**src/rtl/riscv_uop_pkg.sv**
```systemverilog
// Decoded-uop types shared by Decode and the issue stage, plus the register-use helpers.
package riscv_uop_pkg;

    typedef enum logic [6:0] {
        OPC_LOAD   = 7'b0000011,
        OPC_OP_IMM = 7'b0010011,
        OPC_AUIPC  = 7'b0010111,
        OPC_STORE  = 7'b0100011,
        OPC_OP     = 7'b0110011,
        OPC_LUI    = 7'b0110111,
        OPC_BRANCH = 7'b1100011,
        OPC_JALR   = 7'b1100111,
        OPC_JAL    = 7'b1101111,
        OPC_SYSTEM = 7'b1110011
    } opcode_t;

    typedef enum logic [3:0] {
        ALU_ADD, ALU_SUB, ALU_SLL, ALU_SLT, ALU_SLTU,
        ALU_XOR, ALU_SRL, ALU_SRA, ALU_OR, ALU_AND
    } alu_op_t;

    typedef struct packed {
        opcode_t     opcode;
        alu_op_t     alu_op;
        logic [4:0]  rd;
        logic [4:0]  rs1;
        logic [4:0]  rs2;
        logic [31:0] imm;
        logic        uses_rs1;
        logic        is_immediate;
    } uop_t;

    typedef struct packed {
        uop_t        uop;
        logic [31:0] pc;
    } iq_entry_t;

    function automatic logic writes_rd(uop_t u);
        logic hit;
        case (u.opcode)
            OPC_OP, OPC_OP_IMM, OPC_LUI, OPC_AUIPC,
            OPC_JAL, OPC_JALR, OPC_LOAD: hit = 1'b1;
            default:                     hit = 1'b0;
        endcase
        return hit && (u.rd != 5'd0);
    endfunction

    function automatic logic uses_rs2(uop_t u);
        return (u.opcode == OPC_OP) || (u.opcode == OPC_BRANCH) || (u.opcode == OPC_STORE);
    endfunction

    function automatic logic is_lsu_op(opcode_t o);
        return (o == OPC_LOAD) || (o == OPC_STORE);
    endfunction

    function automatic logic is_alu_op(opcode_t o);
        logic hit;
        case (o)
            OPC_OP, OPC_OP_IMM, OPC_LUI, OPC_AUIPC,
            OPC_BRANCH, OPC_JAL, OPC_JALR: hit = 1'b1;
            default:                       hit = 1'b0;
        endcase
        return hit;
    endfunction

endpackage

```
**src/rtl/issue_scoreboard.sv**
```systemverilog
// Per-register busy bits for in-flight results; a set beats a clear on the same register, flush clears all.
module issue_scoreboard #(
    parameter int NREGS = 32
) (
    input  logic                     clk,
    input  logic                     rst_n,
    input  logic                     flush,
    input  logic                     set_en,
    input  logic [$clog2(NREGS)-1:0] set_idx,
    input  logic                     clr_en,
    input  logic [$clog2(NREGS)-1:0] clr_idx,
    output logic [NREGS-1:0]         busy
);

    localparam int RW = $clog2(NREGS);

    always_ff @(posedge clk or negedge rst_n) begin
        if (!rst_n) begin
            busy <= '0;
        end else if (flush) begin
            busy <= '0;
        end else begin
            // x0 is never tracked, so entry 0 stays clear from reset
            for (int r = 1; r < NREGS; r++) begin
                if (set_en && (set_idx == RW'(r)))      busy[r] <= 1'b1;
                else if (clr_en && (clr_idx == RW'(r))) busy[r] <= 1'b0;
            end
        end
    end

endmodule

```
**src/rtl/riscv_arf.sv**
```systemverilog
// Architectural register file: one write port, two combinational read ports, x0 hardwired to zero.
module riscv_arf #(
    parameter int XLEN  = 32,
    parameter int NREGS = 32
) (
    input  logic                     clk,
    input  logic                     rst_n,
    input  logic                     we,
    input  logic [$clog2(NREGS)-1:0] waddr,
    input  logic [XLEN-1:0]          wdata,
    input  logic [$clog2(NREGS)-1:0] raddr1,
    output logic [XLEN-1:0]          rdata1,
    input  logic [$clog2(NREGS)-1:0] raddr2,
    output logic [XLEN-1:0]          rdata2
);

    logic [XLEN-1:0] regs [NREGS];

    always_ff @(posedge clk or negedge rst_n) begin
        if (!rst_n) begin
            for (int r = 0; r < NREGS; r++) regs[r] <= '0;
        end else if (we && (waddr != '0)) begin
            regs[waddr] <= wdata;
        end
    end

    assign rdata1 = (raddr1 == '0) ? '0 : regs[raddr1];
    assign rdata2 = (raddr2 == '0) ? '0 : regs[raddr2];

endmodule

```
**src/rtl/issue_sb_queue.sv**
```systemverilog
// In-order DEPTH-entry issue queue with scoreboard hazard checks, branch resolution and ALU/LSU dispatch.
// Optional writeback bypass into readiness and operands: define ISSUE_WB_BYPASS_EN.
module issue_sb_queue
    import riscv_uop_pkg::*;
#(
    parameter int DEPTH = 4,
    parameter int XLEN  = 32,
    parameter int NREGS = 32
) (
    input  logic                     clk,
    input  logic                     rst_n,
    input  logic                     i_dec_valid,
    output logic                     o_dec_ready,
    input  uop_t                     i_uop,
    input  logic [XLEN-1:0]          i_dec_pc,
    input  logic                     i_flush,
    input  logic                     i_wb_en,
    input  logic [4:0]               i_wb_rd,
    input  logic [XLEN-1:0]          i_wb_data,
    output logic                     o_branch_taken,
    output logic [XLEN-1:0]          o_branch_target,
    output logic                     o_alu_valid,
    input  logic                     i_alu_ready,
    output uop_t                     o_alu_uop,
    output logic [XLEN-1:0]          o_alu_pc,
    output logic [XLEN-1:0]          o_alu_op1,
    output logic [XLEN-1:0]          o_alu_op2,
    output logic                     o_lsu_valid,
    input  logic                     i_lsu_ready,
    output uop_t                     o_lsu_uop,
    output logic [XLEN-1:0]          o_lsu_pc,
    output logic [XLEN-1:0]          o_lsu_addr_base,
    output logic [XLEN-1:0]          o_lsu_store_data,
    output logic [$clog2(DEPTH):0]   o_count
);

    localparam int AW = $clog2(DEPTH);
    localparam logic [AW:0] PTR_ONE = 1;

    function automatic logic branch_cond(alu_op_t op, logic [XLEN-1:0] a, logic [XLEN-1:0] b);
        logic signed [XLEN-1:0] sa;
        logic signed [XLEN-1:0] sb;
        sa = a;
        sb = b;
        case (op)
            ALU_ADD:  return a == b;
            ALU_SUB:  return a != b;
            ALU_SLT:  return sa < sb;
            ALU_OR:   return sa >= sb;
            ALU_SLTU: return a < b;
            ALU_AND:  return a >= b;
            default:  return 1'b0;
        endcase
    endfunction

    iq_entry_t        mem [DEPTH];
    logic [AW:0]      rd_ptr, wr_ptr;
    logic             full, empty;
    iq_entry_t        head;
    uop_t             hu;
    logic [NREGS-1:0] busy;
    logic [XLEN-1:0]  arf_rs1, arf_rs2, rs1_val, rs2_val;
    logic             byp1, byp2;
    logic             head_ok, to_alu, to_lsu, drop, fire, alu_fire, pop, push, kill;
    logic [XLEN-1:0]  op1, op2, target;

    assign full  = (rd_ptr[AW-1:0] == wr_ptr[AW-1:0]) && (rd_ptr[AW] != wr_ptr[AW]);
    assign empty = (rd_ptr == wr_ptr);
    assign head  = mem[rd_ptr[AW-1:0]];
    assign hu    = head.uop;

    riscv_arf #(.XLEN(XLEN), .NREGS(NREGS)) u_arf (
        .clk    (clk),
        .rst_n  (rst_n),
        .we     (i_wb_en),
        .waddr  (i_wb_rd),
        .wdata  (i_wb_data),
        .raddr1 (hu.rs1),
        .rdata1 (arf_rs1),
        .raddr2 (hu.rs2),
        .rdata2 (arf_rs2)
    );

    issue_scoreboard #(.NREGS(NREGS)) u_sb (
        .clk     (clk),
        .rst_n   (rst_n),
        .flush   (i_flush),
        .set_en  (fire && writes_rd(hu)),
        .set_idx (hu.rd),
        .clr_en  (i_wb_en),
        .clr_idx (i_wb_rd),
        .busy    (busy)
    );

`ifdef ISSUE_WB_BYPASS_EN
    assign byp1 = i_wb_en && (i_wb_rd != 5'd0) && (i_wb_rd == hu.rs1);
    assign byp2 = i_wb_en && (i_wb_rd != 5'd0) && (i_wb_rd == hu.rs2);
`else
    assign byp1 = 1'b0;
    assign byp2 = 1'b0;
`endif

    assign rs1_val = byp1 ? i_wb_data : arf_rs1;
    assign rs2_val = byp2 ? i_wb_data : arf_rs2;

    // WAW uses only the registered busy bit; the bypass never frees a destination early
    assign head_ok = !empty && !i_flush
                   && (!hu.uses_rs1 || !busy[hu.rs1] || byp1)
                   && (!uses_rs2(hu) || !busy[hu.rs2] || byp2)
                   && (!writes_rd(hu) || !busy[hu.rd]);

    assign to_alu      = is_alu_op(hu.opcode);
    assign to_lsu      = is_lsu_op(hu.opcode);
    assign o_alu_valid = head_ok && to_alu;
    assign o_lsu_valid = head_ok && to_lsu;
    assign drop        = head_ok && !to_alu && !to_lsu;
    assign alu_fire    = o_alu_valid && i_alu_ready;
    assign fire        = alu_fire || (o_lsu_valid && i_lsu_ready);
    assign pop         = fire || drop;

    assign op1 = hu.uses_rs1 ? rs1_val : head.pc;
    assign op2 = ((hu.opcode == OPC_JAL) || (hu.opcode == OPC_JALR)) ? XLEN'(4)
               : hu.is_immediate ? hu.imm : rs2_val;

    assign target = (hu.opcode == OPC_JALR) ? ((rs1_val + hu.imm) & ~XLEN'(1))
                                            : (head.pc + hu.imm);
    assign kill   = alu_fire && ((hu.opcode == OPC_JAL) || (hu.opcode == OPC_JALR)
                  || ((hu.opcode == OPC_BRANCH) && branch_cond(hu.alu_op, rs1_val, rs2_val)));

    assign o_branch_taken  = kill;
    assign o_branch_target = kill ? target : '0;

    // Payloads are zeroed whenever the matching valid is low
    assign o_alu_uop        = o_alu_valid ? hu      : '0;
    assign o_alu_pc         = o_alu_valid ? head.pc : '0;
    assign o_alu_op1        = o_alu_valid ? op1     : '0;
    assign o_alu_op2        = o_alu_valid ? op2     : '0;
    assign o_lsu_uop        = o_lsu_valid ? hu      : '0;
    assign o_lsu_pc         = o_lsu_valid ? head.pc : '0;
    assign o_lsu_addr_base  = o_lsu_valid ? op1     : '0;
    assign o_lsu_store_data = o_lsu_valid ? rs2_val : '0;

    assign o_dec_ready = !full;
    assign push        = i_dec_valid && !full && !kill && !i_flush;
    assign o_count     = wr_ptr - rd_ptr;

    always_ff @(posedge clk or negedge rst_n) begin
        if (!rst_n) begin
            rd_ptr <= '0;
            wr_ptr <= '0;
        end else if (i_flush || kill) begin
            rd_ptr <= wr_ptr;
        end else begin
            if (push) wr_ptr <= wr_ptr + PTR_ONE;
            if (pop)  rd_ptr <= rd_ptr + PTR_ONE;
        end
    end

    always_ff @(posedge clk) begin
        if (push) mem[wr_ptr[AW-1:0]] <= '{uop: i_uop, pc: i_dec_pc};
    end

endmodule

```
**config.mk**
```make
export PLATFORM = sky130hd
export DESIGN_NAME = issue_sb_queue
export DESIGN_NICKNAME = d
export VERILOG_FILES = /design/src/rtl/riscv_uop_pkg.sv /design/src/rtl/issue_scoreboard.sv /design/src/rtl/riscv_arf.sv /design/src/rtl/issue_sb_queue.sv
export SDC_FILE = /design/constraint.sdc
export NUM_CORES = 2
export LEC_CHECK = 0
export CAP_MARGIN = 10
export CORE_MARGIN = 2
export CORE_UTILIZATION = 47
export CTS_BUF_LIST = sky130_fd_sc_hd__clkbuf_4 sky130_fd_sc_hd__clkbuf_8
export DETAILED_ROUTE_END_ITERATION = 6
export PLACE_DENSITY = 0.71
export SLEW_MARGIN = 20
export SYNTH_ARGS = -nofsm -noshare
export SYNTH_HDL_FRONTEND = slang
export SYNTH_SLANG_ARGS = --single-unit
```
**constraint.sdc**
```tcl
create_clock -name clk -period 9.5 [get_ports clk]
set_input_delay 1.9 -clock clk [delete_from_list [all_inputs] [get_ports clk]]
set_output_delay 1.9 -clock clk [all_outputs]
set_load 0.005 [all_outputs]
```
# After elaboration in Yosys (flattened, before gate mapping)
# Memory sizes are Yosys's and may differ from the RTL's.
# Cells that the tools add are included.
# classes
addsub	5
n_eq_ne	81
muxes	100
reduce_logical	145
bitwise_logic	4
magnitude_cmp	11
# op_table
op	count
$bwmux 1024	1
$mux 32	18
$bmux 32 s5	2
$demux 32 s5	1
$eq 5x5->1 const B	32
$mux 60	2
$reduce_bool 3->1	31
$logic_and 1x1->1	82
$eq 5x4->1 const B	16
$mux 1	69
$add 32x32->32	2
$ge 32x32->1	2
$lt 32x32->1	2
$eq 5x3->1 const B	8
$eq 32x32->1	1
$ne 32x32->1	1
$mux 31	1
$eq 7x6->1 const B	3
$eq 7x7->1 const B	3
$eq 5x2->1 const B	4
$ge 6x6->1 const B	3
$lt 5x6->1 const B	3
$not 5->6	3
$bmux 1 s5	3
other kinds (24)	53
# totals
wordCells	412
out_inout_bits	351
ramBits	368
reg_bits	1061
mem_count	1
# mem_list
name	words	word_bits	read_ports	rd_clocked_by_memory_dff	wr	line	source
mem	4	92	1	0	1	issue_sb_queue.sv:56	iq_entry_t mem [DEPTH];

# Longest topological paths before layout
# An unclocked memory read counts as a cell.
# logic_depth
ltp_word	16
ltp_mapped	26
mapped_depth_nobuf	21

# Modules after synthesis
# Synthesis repeated with hierarchy kept, for this count alone.
# hier_totals
cells_unflattened	5407
hier_area_um2	77341.7
# by_module_without_submodules
mod	instances	area_per_inst_um2	cells_per_inst
riscv_arf	1	54059.3	3513
issue_sb_queue	1	21772.1	1735
issue_scoreboard	1	1510.2	159

# Worst setup path before layout
# Ideal clock, no wire load.
# synth_timing
path_type	reg-to-reg
start	register rd_ptr[0]
end	memory mem[0][0] (netlist name) (enable)
slack_ps	1146
t_arrival_ps	7893
path_stages_with_launch	25
setup_time_ps	461
required_ps	9039
n_path_buf	5
cell_sequence	dfrtp_1 > buf_6 > mux4_2 > clkbuf_1 > buf_2 > clkbuf_1 > buf_1 > mux4_2 > mux4_2 > nand2_1 > a21oi_1 > inv_1 > ha_1 > a2111oi_0 > inv_1 > o211ai_1 > o211ai_1 > or2_2 > nand4b_1 > a31oi_1 > a2111o_1 > inv_2 > nor2_2 > and3_4 > and2_1
# synth_via
elab_chain_cells	16
word_cells_on_any_way	79
cone_classes	4 x order compare; 18 x eq/ne; 19 x mux; 2 x bitwise; 35 x reduce/logical; 1 x memory
# synth_rtl
item	line	source
start: declaration	issue_sb_queue.sv:57	logic [AW:0] rd_ptr, wr_ptr;
start signal: assignment	issue_sb_queue.sv:152	rd_ptr <= wr_ptr;
start signal: assignment	issue_sb_queue.sv:155	if (pop) rd_ptr <= rd_ptr + PTR_ONE;
$mem_v2 4x92	--	
$not 5->6 (implied by the code) (tied with other cells)	riscv_arf.sv:27	assign rdata1 = (raddr1 == '0) ? '0 : regs[raddr1];
$bmux 32 s5 (tied with other cells)	riscv_arf.sv:27	
$mux 32 (implied by the code) (tied with other cells) (2 in series)	riscv_arf.sv:27	
$mux 32 (tied with other cells)	riscv_arf.sv:27	
$ge 32x32->1 (tied with other cells)	issue_sb_queue.sv:51	ALU_AND: return a >= b;
$pmux 1 s6 / $logic_and 1x1->1 (equally long branches)	issue_sb_queue.sv:45, issue_sb_queue.sv:110	
$logic_and 1x1->1, on equally long branches	issue_sb_queue.sv:128, issue_sb_queue.sv:114	
$logic_or 1x1->1 / $logic_and 1x1->1 (equally long branches)	issue_sb_queue.sv:128, issue_sb_queue.sv:117	
$logic_and 1x1->1 (*)	issue_sb_queue.sv:127	assign kill = alu_fire && ((hu.opcode == OPC_JAL) || (hu.opcode == OPC_JALR)
net o_branch_taken	issue_sb_queue.sv:20	output logic o_branch_taken,
$logic_not 1->1 (*)	issue_sb_queue.sv:144	assign push = i_dec_valid && !full && !kill && !i_flush;
$logic_and 1x1->1 (*) (2 in series)	issue_sb_queue.sv:144	
$mux 1 (*)	issue_sb_queue.sv:160	if (push) mem[wr_ptr[AW-1:0]] <= '{uop: i_uop, pc: i_dec_pc};
$mux 1 (implied by the code) (*)	issue_sb_queue.sv:160	
end: declaration	issue_sb_queue.sv:56	
# Mark *: on every way through the listed nets, which the timed path passes. The rest lies on a longest branch. The select of a mux whose other input is x is not followed.

# Worst setup path after layout
# layout_timing
start	register rd_ptr[0]
end	output port o_branch_target[10]
# layout_via
elab_chain_cells	12
word_cells_on_any_way	74
cone_classes	2 x add/sub; 4 x order compare; 17 x eq/ne; 19 x mux; 2 x bitwise; 29 x reduce/logical; 1 x memory
# layout_rtl
item	line	source
$mem_v2 4x92	--	
$not 5->6 (implied by the code) (tied with other cells)	riscv_arf.sv:27	
$bmux 32 s5 (tied with other cells)	riscv_arf.sv:27	
$mux 32 (implied by the code) (tied with other cells) (2 in series)	riscv_arf.sv:27	
$mux 32 (tied with other cells)	riscv_arf.sv:27	
$ge 32x32->1 (tied with other cells)	issue_sb_queue.sv:51	
$pmux 1 s6 / $logic_and 1x1->1 (equally long branches)	issue_sb_queue.sv:45, issue_sb_queue.sv:110	
$logic_and 1x1->1, on equally long branches	issue_sb_queue.sv:128, issue_sb_queue.sv:114	
$logic_or 1x1->1 / $logic_and 1x1->1 (equally long branches)	issue_sb_queue.sv:128, issue_sb_queue.sv:117	
$logic_and 1x1->1	issue_sb_queue.sv:127	
$mux 32 (*)	issue_sb_queue.sv:131	assign o_branch_target = kill ? target : '0;
end: declaration	issue_sb_queue.sv:21	output logic [XLEN-1:0] o_branch_target,
# Every way passes the cells marked *; elsewhere a longest branch is shown, timed or not. The select of a mux whose other input is x is not followed.

==> metrics.md <==
| Metric | Value |
|---|---|
| Share of cells above drive strength 1 | `39.62%` |
| Combinational power share | `56.6%` |
| Gpl congestion | `0.9930` |
| Final Hold Fails | `0` |
| Critical Path Source Type | `flip-flop` |
| WP data arrival | `7.51 ns` |
| Sw Share | `42.75%` |
| Setup TNS | `0 ns` |
| Status | `complete, no violations` |
| Rel. slew slack | `23.63%` |
| First-pass GRT wire length | `about 390000 µm` |
| Netlist cell types | `71` |
| Area growth syn-to-layout | `17.61%` |
| Crit path from | `rd_ptr[0]` |
| Ys async rst share | `74.25%` |
| CTS tree | `built` |
| Sequential fraction of the synthesis area | `48.50%` |
| Die X | `~400 µm` |
| Number of I/O port buffers | `482` |
| Non-Filler Instances | `8437` |
| Detail Route Antenna Nets | `0` |
| Clk slew on worst S/H paths | `0.06 ns` |
| Register bit total from synthesis | `1429` |
| Post-DP HPWL | `173100 µm` |
| Dpl cells | `7958` |
| Fin crit share | `between 90% and 100%` |
| Reg2reg end | `mem[0][51]` |
| Clk root buf | `clkbuf_8` |
| Via Count | `54829` |
| Die height | `~410 µm` |
| DR iter-0 viols | `~6300` |
| Clock power share | `between 10% and 20%` |
| CTS Buffer Depth | `3` |
| Fmax | `106.3 MHz` |
| CP endpoint | `o_branch_target[10]` |
| Cell Rows | `149` |
| Initial antenna violation count | `29` |
| Top cells by area, synth | `dfrtp_1 (34%), mux4_2 (19%), mux2_2 (15%)` |
| Slew Viols, Final | `0` |
| Area leader, netlist | `dfrtp_1` |
| Count of final setup violators | `0` |
| Critical Setup Path Class | `flip-flop to primary output` |
| Ys flop type | `dfrtp_1` |
| Drt via density | `6.499` |
| Core Area | `approximately 0.16 mm²` |
| Critical Path Fanout Max | `29` |
| Largest net degree at the start of global routing | `170` |
| PnR worst setup slack | `about 0.09 ns` |
| Vias in the first global route | `54256` |
| Nets | `6272` |
| Worst-Margin Slew | `1.142 ns` |
| Crit Reg-Reg Startpoint | `rd_ptr[0]` |
| Clk sinks | `1429` |
| Worst IR Drop VDD | `235.9 µV` |
| Cell Area, Synth | `0.07752 mm²` |
| Cell Int Power | `18.19 mW` |
| EDFF count, synth | `368` |
| Final wirelength | `267900 µm` |
| WL/cell | `31.75 µm` |
| Crit end category | `primary output` |
| Commonest cells in the synthesized netlist | `dfrtp_1 (1061), mux2_2 (1033), mux4_2 (655)` |
| Synth warn | `0` |
| Avg Cell Area, Syn | `13.89 µm²` |
| Switching power | `13.58 mW` |
| Top-area cell type share of the netlist area | `34.25%` |
| Max Cap Viol | `0` |
| Sequential fraction of design power | `roughly a quarter` |
| Total GRT Usage | `31.48%` |
| Most frequent cell after synthesis | `dfrtp_1` |
| Worst hold-check path type | `flip-flop to flip-flop` |
| GRT overflow | `0` |
| H-tree Lvls | `4` |
| Top-Level Pins | `a little under 500` |
| Initial Utilization | `47.15%` |
| Die area | `0.1682 mm²` |
| Pleak | `37.52 nW` |
| Critical Path RT | `7.60 ns` |
| Router iterations before antenna repair | `6` |
| Flop-to-flop setup slack | `1.99 ns` |
| Pwr per Cell Area | `348.5 mW/mm²` |
| R2R depth | `26` |
| Total CTS buffers | `230` |
| Post-Place Worst Slack | `0.3267 ns` |
| Minimum clock period | `9.410 ns` |
| Post-Synthesis Cells | `5582` |
| DRC | `0` |
| Clk Latency, worst-skew pair | `0.98 ns` |
| Clock Skew | `0.06565 ns` |
cell usage in the layout (no fill, tap or decap), types with 21 or more instances in the layout:
cell / Yosys / routed
nor2_1: 198 / 178
xor2_1: 22 / 22
buf_4: 7 / 190
mux2i_1: 112 / 111
nand3_1: 206 / 205
and2_1: 200 / 197
clkinv_2: 0 / 44
clkdlybuf4s50_1: 0 / 460
inv_1: 87 / 84
mux4_2: 655 / 653
clkbuf_4: 0 / 65
nor3_1: 26 / 21
clkbuf_8: 0 / 286
mux2_2: 1033 / 1032
buf_12: 0 / 40
xnor2_1: 32 / 32
nand2_1: 435 / 422
o21ai_0: 51 / 48
dfrtp_1: 1061 / 1059
edfxtp_1: 368 / 368
ha_1: 100 / 100
a21oi_1: 177 / 154
a21o_1: 34 / 34
or3_1: 27 / 24
metrics by stage:
| stage | instance area (µm²) | util [%] | hold slack, ns | power (mW) |
|---|---|---|---|---|
| 2_1_floorplan | 77530 | - | 0.4413 | 19.02 |
| 3_3_place_gp | 85410 | 51.94 | 0.3765 | 25.01 |
| 3_5_place_dp | 85410 | 51.94 | 0.3820 | 25.21 |
| 4_1_cts | 90850 | 55.25 | 0.3972 | 31.21 |
| 5_1_grt | 91150 | 55.44 | 0.4041 | 33.02 |
| 6_report | 91170 | 55.45 | 0.3943 | 31.77 |
power by group through the flow:
stage,Combinational (mW),Clock [mW],Sequential (mW)
after global routing,18.8,6.07,8.16
after global placement,17.0,0,8.05
after detailed placement,17.1,0,8.13
after CTS,17.4,5.80,8.02
final,18.0,5.75,8.05
after floorplan,11.1,0,7.89
sequential cells by signal, summed over array words and instances, names as in the netlist:
signal      cells
mem           368
u_sb.busy      31
wr_ptr          3
u_arf.regs   1024
rd_ptr          3
routing by layer:
metal	wire length, µm	track usage [%]	vias to the layer above	share of wire [%]
met5	135	0	-	0.050
met4	14450	15.31	22	5.4
met3	28510	8.318	744	11
met2	123400	48.18	3274	46
met1	101400	41.82	28776	38
li1	-	-	22013	-
critical path, cell delays in order (launching register included):
cell	delay [ns]
dfrtp_4	0.48
buf_6	0.15
mux4_4	0.70
buf_12	0.20
buf_4	0.20
buf_4	0.19
mux4_2	0.23
mux4_2	0.24
nand2_1	0.07
a21oi_2	0.48
inv_1	0.13
ha_1	0.33
nand3_1	0.09
nor3_1	0.44
buf_4	0.23
nand4_1	0.20
a31oi_1	0.24
o211ai_1	0.11
mux2i_1	0.16
a21oi_1	0.10
a2111o_1	0.51
buf_12	0.22
nor2_1	0.23
clkdlybuf4s50_1	0.57
worst min path at each step:
stage,start,endpoint,slack [ns],cells after the start
finish,u_arf.regs[999],u_arf.regs[999],0.39,0
detailed placement,u_arf.regs[1003],u_arf.regs[1003],0.38,0
CTS,u_arf.regs[994],u_arf.regs[994],0.40,0
global route,u_arf.regs[1003],u_arf.regs[1003],0.40,0
floorplan,u_arf.regs[1000],u_arf.regs[1000],0.44,1
global placement,u_arf.regs[1022],u_arf.regs[1022],0.38,0
repair_timing:
action / 4_1_cts / 5_1_grt
cloned: 3 / 2
buffers inserted: 20 / 7
hold buffers: 0 / 0
endpoints found under the setup margin: 33 / 32
resized for setup: 37 / 56
pin swaps: 2 / 4
cells by family after synthesis:
group	after synthesis	share of synthesized area (%)
AO/OA/AOI/OAI	387	3.076
XOR/XNOR	54	0.6101
adder cells (fa/ha/maj)	103	1.691
buffers and inverters	609	3.076
flip-flops	1429	48.50
multiplexers	1811	35.82
other	1	0.004837
AND/OR/NAND/NOR	1188	7.218
area by class of cell:
type / count / area [µm²]
Antenna cell: 17 / 42.54
Clock buffer: 350 / 4410
Clock inverter: 80 / 619.3
Fill cell: 13329 / 73260
Inverter: 94 / 365.4
Multi-Input combinational cell: 3550 / 38070
Sequential cell: 1429 / 37610
Tap cell: 2189 / 2739
Timing Repair Buffer: 728 / 7321
Note: power is estimated with default switching activity, not from simulation.
